<file path="src/rtl/sprite_register_bank.sv">
// Sprite attribute store with a sequential coordinate lookup for the pixel print stage.
// Optional SPRITE_COLLISION_EN: always scans every slot and reports multi-sprite overlap.
module sprite_register_bank #(
    parameter int unsigned NUM_SPRITES = 32,
    parameter int unsigned SPRITE_SIZE = 20,
    parameter logic [8:0]  BG_CODE     = 9'd1
) (
    input  logic        clk,
    input  logic        reset,
    input  logic        wr_en,
    input  logic [4:0]  wr_addr,
    input  logic [27:0] wr_data,
    input  logic        lookup_valid,
    input  logic [17:0] check_value,
    output logic        busy,
    output logic        data_valid,
    output logic [8:0]  data_reg,
    output logic [4:0]  hit_row
`ifdef SPRITE_COLLISION_EN
    ,
    output logic        collision
`endif
);

    localparam logic [1:0] IDLE = 2'd0;
    localparam logic [1:0] SCAN = 2'd1;
    localparam logic [1:0] DONE = 2'd2;

    localparam logic [4:0] LAST_SLOT = 5'(NUM_SPRITES - 1);
    localparam logic [9:0] SIZE10    = 10'(SPRITE_SIZE);

    logic [27:0] slots [NUM_SPRITES];
    logic [1:0]  state;
    logic [4:0]  cnt;
    logic [8:0]  px;
    logic [8:0]  py;

    logic [27:0] cur_slot;
    logic [9:0]  px10, py10, sx10, sy10;
    logic        hit;
    logic [8:0]  cur_off;
    logic [4:0]  cur_row;

    // The slot array is read before this edge's write lands, so a same-cycle write
    // to the examined slot cannot influence that examination.
    always_ff @(posedge clk or negedge reset) begin
        if (!reset) begin
            for (int unsigned i = 0; i < NUM_SPRITES; i++) begin
                slots[i] <= '0;
            end
        end else if (wr_en) begin
            slots[wr_addr] <= wr_data;
        end
    end

    // Coordinates widened to 10 bits so a sprite near x=511 does not wrap to 0.
    always_comb begin
        cur_slot = slots[cnt];
        px10     = {1'b0, px};
        py10     = {1'b0, py};
        sx10     = {1'b0, cur_slot[17:9]};
        sy10     = {1'b0, cur_slot[8:0]};
        cur_off  = cur_slot[26:18];
        cur_row  = 5'(py10 - sy10);
        hit      = cur_slot[27]
                   && (px10 >= sx10) && (px10 < sx10 + SIZE10)
                   && (py10 >= sy10) && (py10 < sy10 + SIZE10);
    end

    assign busy = (state != IDLE);

`ifdef SPRITE_COLLISION_EN
    logic       found;
    logic       coll_acc;
    logic [8:0] acc_off;
    logic [4:0] acc_row;
`endif

    always_ff @(posedge clk or negedge reset) begin
        if (!reset) begin
            state      <= IDLE;
            cnt        <= '0;
            px         <= '0;
            py         <= '0;
            data_valid <= 1'b0;
            data_reg   <= BG_CODE;
            hit_row    <= '0;
`ifdef SPRITE_COLLISION_EN
            collision  <= 1'b0;
            found      <= 1'b0;
            coll_acc   <= 1'b0;
            acc_off    <= '0;
            acc_row    <= '0;
`endif
        end else begin
            data_valid <= 1'b0;
            case (state)
                IDLE: begin
                    if (lookup_valid) begin
                        px    <= check_value[17:9];
                        py    <= check_value[8:0];
                        cnt   <= '0;
                        state <= SCAN;
`ifdef SPRITE_COLLISION_EN
                        found    <= 1'b0;
                        coll_acc <= 1'b0;
`endif
                    end
                end
                SCAN: begin
`ifdef SPRITE_COLLISION_EN
                    // First hit is remembered; any later hit only marks a collision.
                    if (hit) begin
                        if (!found) begin
                            found   <= 1'b1;
                            acc_off <= cur_off;
                            acc_row <= cur_row;
                        end else begin
                            coll_acc <= 1'b1;
                        end
                    end
                    if (cnt == LAST_SLOT) begin
                        state      <= DONE;
                        data_valid <= 1'b1;
                        collision  <= coll_acc | (hit & found);
                        if (found) begin
                            data_reg <= acc_off;
                            hit_row  <= acc_row;
                        end else if (hit) begin
                            data_reg <= cur_off;
                            hit_row  <= cur_row;
                        end else begin
                            data_reg <= BG_CODE;
                            hit_row  <= '0;
                        end
                    end else begin
                        cnt <= cnt + 5'd1;
                    end
`else
                    if (hit) begin
                        state      <= DONE;
                        data_valid <= 1'b1;
                        data_reg   <= cur_off;
                        hit_row    <= cur_row;
                    end else if (cnt == LAST_SLOT) begin
                        state      <= DONE;
                        data_valid <= 1'b1;
                        data_reg   <= BG_CODE;
                        hit_row    <= '0;
                    end else begin
                        cnt <= cnt + 5'd1;
                    end
`endif
                end
                DONE: begin
                    state <= IDLE;
                end
                default: begin
                    state <= IDLE;
                end
            endcase
        end
    end

endmodule

</file>
<file path="config.mk">
export PLATFORM = sky130hd
export DESIGN_NAME = sprite_register_bank
export DESIGN_NICKNAME = d
export VERILOG_FILES = /design/src/rtl/sprite_register_bank.sv
export SDC_FILE = /design/constraint.sdc
export NUM_CORES = 1
export LEC_CHECK = 0
export CAP_MARGIN = 5
export CORE_MARGIN = 2
export CORE_UTILIZATION = 25
export CTS_BUF_LIST = sky130_fd_sc_hd__clkbuf_8
export CTS_CLUSTER_DIAMETER = 120
export CTS_CLUSTER_SIZE = 20
export DETAILED_ROUTE_END_ITERATION = 6
export GPL_ROUTABILITY_DRIVEN = 1
export PLACE_DENSITY_LB_ADDON = 0.12
export SLEW_MARGIN = 25
export SYNTH_ARGS = -nofsm -noshare
export SYNTH_HDL_FRONTEND = slang
export SYNTH_SLANG_ARGS = --single-unit
</file>
<file path="constraint.sdc">
create_clock -name clk -period 5.4 [get_ports clk]
set_input_delay 0.81 -clock clk [delete_from_list [all_inputs] [get_ports clk]]
set_output_delay 0.81 -clock clk [all_outputs]
set_load 0.01 [all_outputs]
</file>
==> results of run 1 <==
## worst paths after layout
kind                                              from                      to  slack [ns]
worst max-delay path                cnt[2]$_DFFE_PN0P_  hit_row[1]$_DFFE_PN0P_        0.57
worst min register to register  slots[613]$_DFFE_PN0P_  slots[613]$_DFFE_PN0P_        0.51
worst min-delay path                             reset  slots[735]$_DFFE_PN0P_        0.43
max in group asynchronous                        reset  slots[676]$_DFFE_PN0P_        3.34
min in group clk                slots[613]$_DFFE_PN0P_  slots[613]$_DFFE_PN0P_        0.51
worst max register to register      cnt[2]$_DFFE_PN0P_  hit_row[1]$_DFFE_PN0P_        0.57
## area by class of cell
class | count | area, um2
fill | 17269 | 124000
sequential | 936 | 23400
multi-input combinational | 1583 | 18700
tap | 2310 | 2890
timing repair buffer | 180 | 1750
clock buffer | 54 | 743
inverter | 17 | 63.8
clock inverter | 6 | 50.0
antenna | 4 | 10.0
## power breakdown
group,internal [mW],switching (mW),total (mW)
clock network,0.922,2.37,3.29
logic,4.18,3.92,8.09
registers,8.43,0.964,9.40
total,13.5,7.24,20.8
## worst max-delay path, cell delays in order (launching register included)
cell and delay [ns]:
dfrtp_4 0.70, buf_4 0.37, buf_4 0.33, mux4_2 0.33
a22oi_1 0.32, a21oi_1 0.14, a21oi_1 0.41, ha_1 0.35
a2111oi_0 0.37, o21a_1 0.17, o21ai_0 0.09, nor4b_1 0.16
nor2b_1 0.13, a32o_2 0.28, nand3_4 0.11, buf_12 0.20
mux2i_1 0.23
## per-stage QoR
step / instances / cell area [um2] / setup WS (ns) / util
after global routing: 5089 / 47700 / 0.242 / 0.278
after detailed placement: 5024 / 46900 / 0.558 / 0.274
final: 5090 / 47700 / 0.567 / 0.278
after global placement: 5020 / 46900 / 0.629 / 0.273
after CTS: 5084 / 47700 / 0.543 / 0.278
after floorplan: 2775 / 43100 / 0.605 / -
## repair_timing
action                                 4_1_cts  5_1_grt
endpoints found under the hold margin        0       21
gates resized for setup                      0        0
hold buffers                                 0        1
## synthesized netlist by cell type (3+ instances only)
cell type	number	area, um2
a21o_1	6	45.0
xor2_1	8	70.1
nor2b_1	5	31.3
nand2_1	118	443
o21ai_0	10	50.1
buf_6	10	113
o22ai_1	7	43.8
buf_2	19	95.1
dfrtp_1	935	23400
mux2_2	897	10100
nand3_1	7	35.0
inv_1	15	56.3
xnor2_1	5	43.8
clkbuf_1	184	691
nor3b_1	4	30.0
o21a_1	8	60.1
o221ai_1	18	158
a22oi_1	32	240
a21oi_1	35	175
nor2_1	32	120
buf_8	3	45.0
buf_4	6	45.0
nand3b_1	4	30.0
mux4_2	238	5360
buf_1	16	60.1
nand2b_1	7	43.8
mux2i_1	67	671
ha_1	36	450
nor3_1	6	30.0
## cell families (layout without fill, tap and decap cells)
kind of cell,Yosys count,after routing
muxes,1204,1204
DFF,936,936
buffers and inverters,256,257
and+or+nand+nor,197,197
AOI/OAI and AO/OA,132,132
adders and majority gates,37,37
xor gates and xnor gates,13,13
other,0,4
## routing by layer
layer  vias up  wire, um
li1      10186         -
met1     13604     62700
met2       312     73300
met3       151      3290
met4         2      3470
met5         -        16
==> results_dict.tcl, run 1 <==
set metrics [dict create \
    top_register "slots" \
    gr-usage-met1 0.212 \
    synth.yosys.seq_area_share 0.543 \
    powerDensity_nw_per_um2 436 \
    synth_compound_area_frac 0.0213 \
    synth.area.mux_share 0.375 \
    syn_nets 2867 \
    p_leak_nw 20.6 \
    hold_viol_final 0 \
    fin_tns_setup_ns 0 \
    synth_top_family_by_area "multiplexers" \
    dp_hpwl_um 84200 \
    gr-usage-all-layers 0.163 \
    yosys_warnings 0 \
    drt-total-wl_um 143000 \
    avgSynthCellArea_um2 15.5 \
    drt_pass1_iterations 5 \
    cts.sinks 936 \
    pin_count 71 \
    rows 152 \
    period_needed_ns 4.83 \
    fin_worst_skew_ns 0.0549 \
    setup_violations 0 \
    worst_skew_pair.late_latency_ns 0.82 \
    yosys.cell_types.count 56 \
    cp_max_fo 18 \
    grt_max_degree 121 \
    fp.dieH_um 419 \
    die_area_um2 176000 \
    rsz0062_at_grt "no" \
    top_usage_layer "met2" \
    clockBufferDepth 3 \
    final_cell_mix "dfrtp_1 (930), mux2_2 (897), mux4_2 (238)" \
    startpoint_type "flop" \
    status "finished, final reports clean" \
    cts_tree "built" \
    postSynthCellCount 2775 \
    rr_worst_depth 16 \
    synth_xor_area_frac 0.00264 \
    use_met3 0.0169 \
    grt_pass1_wl_um 205000 \
    drcViolationCount 0 \
    nNetsFinal 2863 \
    overflow 0 \
    endpoint_kind "flop" \
    grt_pass1_vias 26663 \
    cap_violations 0 \
    synth_fa_ha_area_frac 0.0109 \
    critPathKind "flop to flop" \
    synth-simple-area-share 0.0202 \
    maxSlewViolCount 0 \
    ys_seq_elements 936 \
    required_ns 6.10 \
    initial_core_util 0.251 \
    die_x_um 419 \
    post_cts_buffers 0 \
    dr.first_iter.drc_count 1373 \
    final.period_utilization 0.895 \
    hold_path_class "primary input to asynchronous set/reset pin" \
    worstMarginPinSlew_ns 0.974 \
    largest_register_ffs 896 \
    hold_slack_ns 0.428 \
    via_per_inst 4.77 \
    synth_edf_count 0 \
    final_common_cell "dfrtp_1" \
    cts_buffers 53 \
    cts_root_buf "clkbuf_8" \
    p_total_mw 20.8 \
    antenna_found_initial 10 \
    area_delta_synth_final_pct 10.6 \
    cts.htree.levels 2 \
    grt_use_met2 0.290 \
    layout-drive-gt1-share 0.498 \
    core_um2 172000 \
    io_buffers 70 \
    synthArstFlopShare 1.00 \
    gp_congestion 0.764 \
    synth_ff_type "dfrtp_1" \
    ir_drop_mv 0.236 \
    arrival_ns 5.53 \
    synth_area_um2 43100 \
    fmax_mhz 207 \
    wl_per_cell_um 28.1 \
    routed-via-count 24255 \
    ant_nets 0 \
    clk_pin_slew_ns 0.14 \
    slew-limit-headroom 0.351 \
]
Power figures use the tool's default switching activity.
==> run 2: changes to the inputs <==
CAP_MARGIN = 20   (was 5)
GPL_ROUTABILITY_DRIVEN = not set   (was 1)
==> results of run 2 <==
No change in the layout: final DEF, timing and power equal those of run 1.
